### src/rtl/stim_sweep_gen.sv
// Stepped-sweep stimulus source: emits n_steps saturating fixed-point values, each held
// for a programmable number of cycles, with a settle strobe on the last cycle of each window.
module stim_sweep_gen #(
    parameter int WIDTH     = 16,
    parameter int CNT_WIDTH = 16
) (
    input  logic                        clk,
    input  logic                        rst,
    input  logic                        start,
    input  logic                        abort,
    input  logic signed [WIDTH-1:0]     start_val,
    input  logic signed [WIDTH-1:0]     step_val,
    input  logic        [CNT_WIDTH-1:0] n_steps,
    input  logic        [CNT_WIDTH-1:0] hold,
    output logic signed [WIDTH-1:0]     stim,
    output logic                        busy,
    output logic                        sample,
    output logic        [CNT_WIDTH-1:0] idx,
    output logic                        done,
    output logic                        sat
);

    typedef enum logic [1:0] {IDLE, HOLD, DONE} state_t;

    localparam logic signed [WIDTH:0] MAX_V = {2'b00, {(WIDTH-1){1'b1}}};
    localparam logic signed [WIDTH:0] MIN_V = {2'b11, {(WIDTH-1){1'b0}}};

    state_t                  state, state_nxt;
    logic signed [WIDTH-1:0] step_r;
    logic [CNT_WIDTH-1:0]    n_r, h_r, hold_cnt;
    logic signed [WIDTH:0]   sum;
    logic signed [WIDTH-1:0] stim_nxt;
    logic                    ovf;
    logic                    last_win, last_val, start_ok;

    assign start_ok = start && (n_steps != '0);
    assign last_win = (state == HOLD) && (hold_cnt == h_r - CNT_WIDTH'(1));
    assign last_val = (idx == n_r - CNT_WIDTH'(1));
    assign sample   = last_win;

    // One guard bit makes both overflow directions visible before clamping.
    assign sum = {stim[WIDTH-1], stim} + {step_r[WIDTH-1], step_r};

    always_comb begin
        // NOTE: every always_comb output gets a default first so no path leaves it unassigned (no latch).
        stim_nxt = sum[WIDTH-1:0];
        ovf      = 1'b0;
        if (sum > MAX_V) begin
            stim_nxt = MAX_V[WIDTH-1:0];
            ovf      = 1'b1;
        end else if (sum < MIN_V) begin
            stim_nxt = MIN_V[WIDTH-1:0];
            ovf      = 1'b1;
        end
    end

    always_comb begin
        state_nxt = state;
        case (state)
            IDLE:    if (start_ok) state_nxt = HOLD;
            HOLD:    if (last_win && last_val) state_nxt = DONE;
            DONE:    state_nxt = IDLE;
            default: state_nxt = IDLE;
        endcase
        if (abort) state_nxt = IDLE;
    end

    // NOTE: state registers use non-blocking assignments so every flop samples pre-edge values.
    always_ff @(posedge clk or negedge rst) begin
        if (!rst) begin
            state    <= IDLE;
            stim     <= '0;
            idx      <= '0;
            busy     <= 1'b0;
            done     <= 1'b0;
            sat      <= 1'b0;
            step_r   <= '0;
            n_r      <= '0;
            h_r      <= CNT_WIDTH'(1);
            hold_cnt <= '0;
        end else begin
            state <= state_nxt;
            busy  <= (state_nxt == HOLD);
            done  <= (state_nxt == DONE);
            if (!abort) begin
                case (state)
                    IDLE: if (start_ok) begin
                        step_r   <= step_val;
                        n_r      <= n_steps;
                        h_r      <= (hold == '0) ? CNT_WIDTH'(1) : hold;
                        stim     <= start_val;
                        idx      <= '0;
                        hold_cnt <= '0;
                        sat      <= 1'b0;
                    end
                    HOLD: if (last_win) begin
                        if (!last_val) begin
                            stim     <= stim_nxt;
                            idx      <= idx + CNT_WIDTH'(1);
                            hold_cnt <= '0;
                            sat      <= sat | ovf;
                        end
                    end else begin
                        hold_cnt <= hold_cnt + CNT_WIDTH'(1);
                    end
                    default: ;
                endcase
            end
        end
    end

endmodule

### config.mk
export PLATFORM = sky130hd
export DESIGN_NAME = stim_sweep_gen
export DESIGN_NICKNAME = d
export VERILOG_FILES = /design/src/rtl/stim_sweep_gen.sv
export SDC_FILE = /design/constraint.sdc
export NUM_CORES = 1
export LEC_CHECK = 0
export CAP_MARGIN = 0
export CORE_UTILIZATION = 50
export CTS_BUF_LIST = sky130_fd_sc_hd__clkbuf_4 sky130_fd_sc_hd__clkbuf_8 sky130_fd_sc_hd__clkbuf_16
export DETAILED_ROUTE_END_ITERATION = 10
export PLACE_DENSITY = 0.75
export RECOVER_POWER = 50
export SLEW_MARGIN = 10
export SYNTH_ARGS = -nofsm -noshare
export SYNTH_HDL_FRONTEND = slang
export SYNTH_SLANG_ARGS = --single-unit
### constraint.sdc
create_clock -name clk -period 6.35 [get_ports clk]
set_clock_uncertainty 0.1 [all_clocks]
set_input_delay 0.635 -clock clk [delete_from_list [all_inputs] [get_ports clk]]
set_output_delay 0.635 -clock clk [all_outputs]
set_load 0.01 [all_outputs]
==> flow_summary.json <==
{
  "status": "complete, but fails checks",
  "failed_checks": "capacitance limit, slew limit",
  "pre_cts_slack_ns": 2.338,
  "p_per_area_nw_per_um2": 269.9,
  "slew_viol_final": 45,
  "portBuffers": 103,
  "slowest_delay_ns": 0.57,
  "gr-total-overflow": 0,
  "ant_nets": 0,
  "fillers": 1154,
  "track_usage": 0.2612,
  "area_growth_pct": 21.22,
  "drive_gt1_frac": 0.06265,
  "hold_ws_ns": 0.3891,
  "ctsLongestPathBuffers": 2,
  "grt_pass1_vias": 5593,
  "instances_no_fill": 1002,
  "p_leak_nw": 3.395,
  "worstSetupStartpoint": "h_r[1]",
  "cp-end-kind": "output pin",
  "syn_nets": 830,
  "holdCritStartpoint": "step_r[7]",
  "cp.required_ns": 5.61,
  "setup_tns_ns": 0,
  "final-setup-viol-count": 0,
  "viasPerCell": 5.798,
  "clock_sinks": 101,
  "crit_chain": "inv_1 -> ha_1 -> or4b_4 -> or4b_1 -> a311o_1 -> nand3_1 -> o2111a_2 -> nand2_1 -> inv_1 -> clkdlybuf4s50_1",
  "arrival_ns": 3.61,
  "r2r_start": "n_r[0]",
  "cp-start-kind": "register",
  "fin_crit_ns": 4.349,
  "drc_errors": 0,
  "synthesis.instances": 741,
  "via_count": 5810,
  "max_clock_freq_ghz": 0.2300,
  "synth-async-reset-ratio": 1.000,
  "die_w_um": 115.7,
  "wl_per_cell_um": 16.71,
  "seq_area_um2": 2529,
  "synth_top_area_cell": "dfrtp_1",
  "setup_slack_ns": 2.001,
  "power_mw": 2.116,
  "dp.cells": 986,
  "cts_tree": "built",
  "synth_top_area_share": 0.3868,
  "cts_root_buf": "clkbuf_16",
  "maxCapViolCount": 1,
  "synthDistinctLibCells": 68,
  "ys_ff_latch": 101,
  "post-route-period-util": 0.6848,
  "h-tree-depth": 3,
  "cts-resized-gates": 0,
  "synth.avg_cell_area_um2": 8.730,
  "synth-edff-count": 0,
  "rsz0062_at_grt": "false",
  "clkLatencyLatePin_ns": 0.36,
  "start_util": 0.5126,
  "grt_pass1_wl_um": 26900,
  "critical_path_class": "reg2out",
  "drtIter0Drc": 393,
  "synth.top_cells.by_area": "dfrtp_1 (39%), nand2_1 (7.9%), xnor2_1 (5.1%)",
  "relSlewSlack": -0.6041,
  "post-cts-setup-buffers": 0,
  "yosys_warnings": 0,
  "antenna_found_initial": 0,
  "netlist_area_um2": 6469,
  "dp.final_hpwl_um": 12390,
  "cts_hold_repair.buffers": 0,
  "drt-total-wl_um": 16740,
  "hold_viol_final": 0,
  "place.gp.congestion": 0.8759,
  "clk_pin_slew_worst_paths_ns": 0.07,
  "fin_nets": 914,
  "crit_slowest_cell": "clkdlybuf4s50_1",
  "std_cell_rows": 41,
  "vdd_drop_max_v": 0.0001803,
  "design.die.area_um2": 13400,
  "core_area_um2": 12620,
  "cp_max_fo": 7,
  "holdCritPathClass": "reg2reg",
  "multiInputGateArea_um2": 3680,
  "numCtsBuffers": 9,
  "grt_max_degree": 59,
  "cpMostUsedCell": "inv_1",
  "n_antenna_cell": 0,
  "dr.pass1.iters": 6,
  "boundaryPins": 104,
  "die_h_um": 115.7,
  "synth_ff_type": "dfrtp_1",
  "yosysSeqAreaShare": 0.3909,
  "tightest_slew_ns": 2.406
}
==> routing by layer <==
| layer | wire, um | GRT usage |
|---|---|---|
| met3 | 932 | 0.04446 |
| met1 | 7576 | 0.3432 |
| met4 | 379 | 0.1145 |
| met5 | 0 | 0 |
| met2 | 7852 | 0.4263 |
==> final cells by class <==
cell class / count / area share
Multi-Input combinational cell: 586 / 0.4693
Sequential cell: 101 / 0.3225
Timing Repair Buffer: 107 / 0.1345
Clock buffer: 9 / 0.02872
Tap cell: 172 / 0.02745
Inverter: 20 / 0.009574
Clock inverter: 7 / 0.007978
==> cell usage after synthesis, types with 3 or more instances <==
cell and n:
a211oi_1 6, a21o_1 6, a21oi_1 34, a22oi_1 3
a31oi_1 4, a41oi_1 5, and3_1 4, and4_1 7
buf_2 7, buf_4 9, buf_6 3, clkbuf_1 15
dfrtp_1 100, ha_1 20, inv_1 20, mux2_2 16
mux2i_1 3, nand2_1 136, nand2b_1 15, nand3_1 20
nand3b_1 5, nand4_1 10, nor2_1 62, nor2b_1 5
nor3_1 21, nor3b_1 4, nor4_1 20, nor4_2 3
o2111ai_1 4, o211ai_1 3, o21a_1 6, o21ai_0 30
o31ai_1 16, or3_1 6, or4_1 5, xnor2_1 38
xor2_1 32
==> layout by cell type, fill, tap and decap left out, types with 7 or more instances in the layout <==
cell             synthesis  layout
dlygate4sd3_1            0      18
inv_1                   20      20
dfrtp_1                100     100
xnor2_1                 38      38
nand2_1                136     136
o21ai_0                 30      30
clkdlybuf4s50_1          0      84
nor2_1                  62      61
o31ai_1                 16      16
nand4_1                 10      10
xor2_1                  32      32
nand3_1                 20      20
nor4_1                  20      20
a21oi_1                 34      34
nor3_1                  21      21
mux2_2                  16      16
nand2b_1                15      15
clkbuf_16                0       9
and4_1                   7       7
ha_1                    20      20
==> flip-flops by register name (all words and copies together), names as in the netlist <==
name      flops
state         2
h_r          16
stim         16
hold_cnt     16
n_r          16
busy          1
idx          16
sat           1
step_r       16
done          1
==> path summary, 6_finish.rpt <==
check	endpoint	slack (ns)	cells past startpoint
worst max-delay path	sample	2.00	10
worst min-delay path	step_r[7]	0.39	2
worst max register to register	hold_cnt[4]	2.26	11
worst min register to register	step_r[7]	0.39	2
max in group asynchronous	n_r[9]	3.46	2
min in group asynchronous	h_r[4]	0.90	1
==> power breakdown <==
part           switching [mW]  internal (mW)
clock network           0.265          0.272
logic                   0.399          0.338
registers               0.109          0.733
==> through the flow <==
step | cell area [um^2] | utilization
floorplan | 6469 | -
global placement | 7557 | 0.5989
detailed placement | 7557 | 0.5989
CTS | 7845 | 0.6217
global route | 7841 | 0.6214
finish | 7841 | 0.6214
==> kinds of logic after synthesis <==
group | Yosys count | share of synthesized area
xor gates and xnor gates | 70 | 0.09478
buffers and inverters | 54 | 0.04139
adders and majority gates | 22 | 0.04333
AOI/OAI and AO/OA | 138 | 0.1418
DFF | 101 | 0.3909
muxes | 19 | 0.03249
and+or+nand+nor | 337 | 0.2553
==> critical path, delay by kind of cell (launching register included) <==
family | cells | cell delay, ns
compound gates | 2 | 0.62
simple gates | 4 | 1.21
buf+inv | 3 | 0.75
flops | 1 | 0.43
fa+ha+maj | 1 | 0.26
Note: power is estimated with default switching activity, not from simulation.
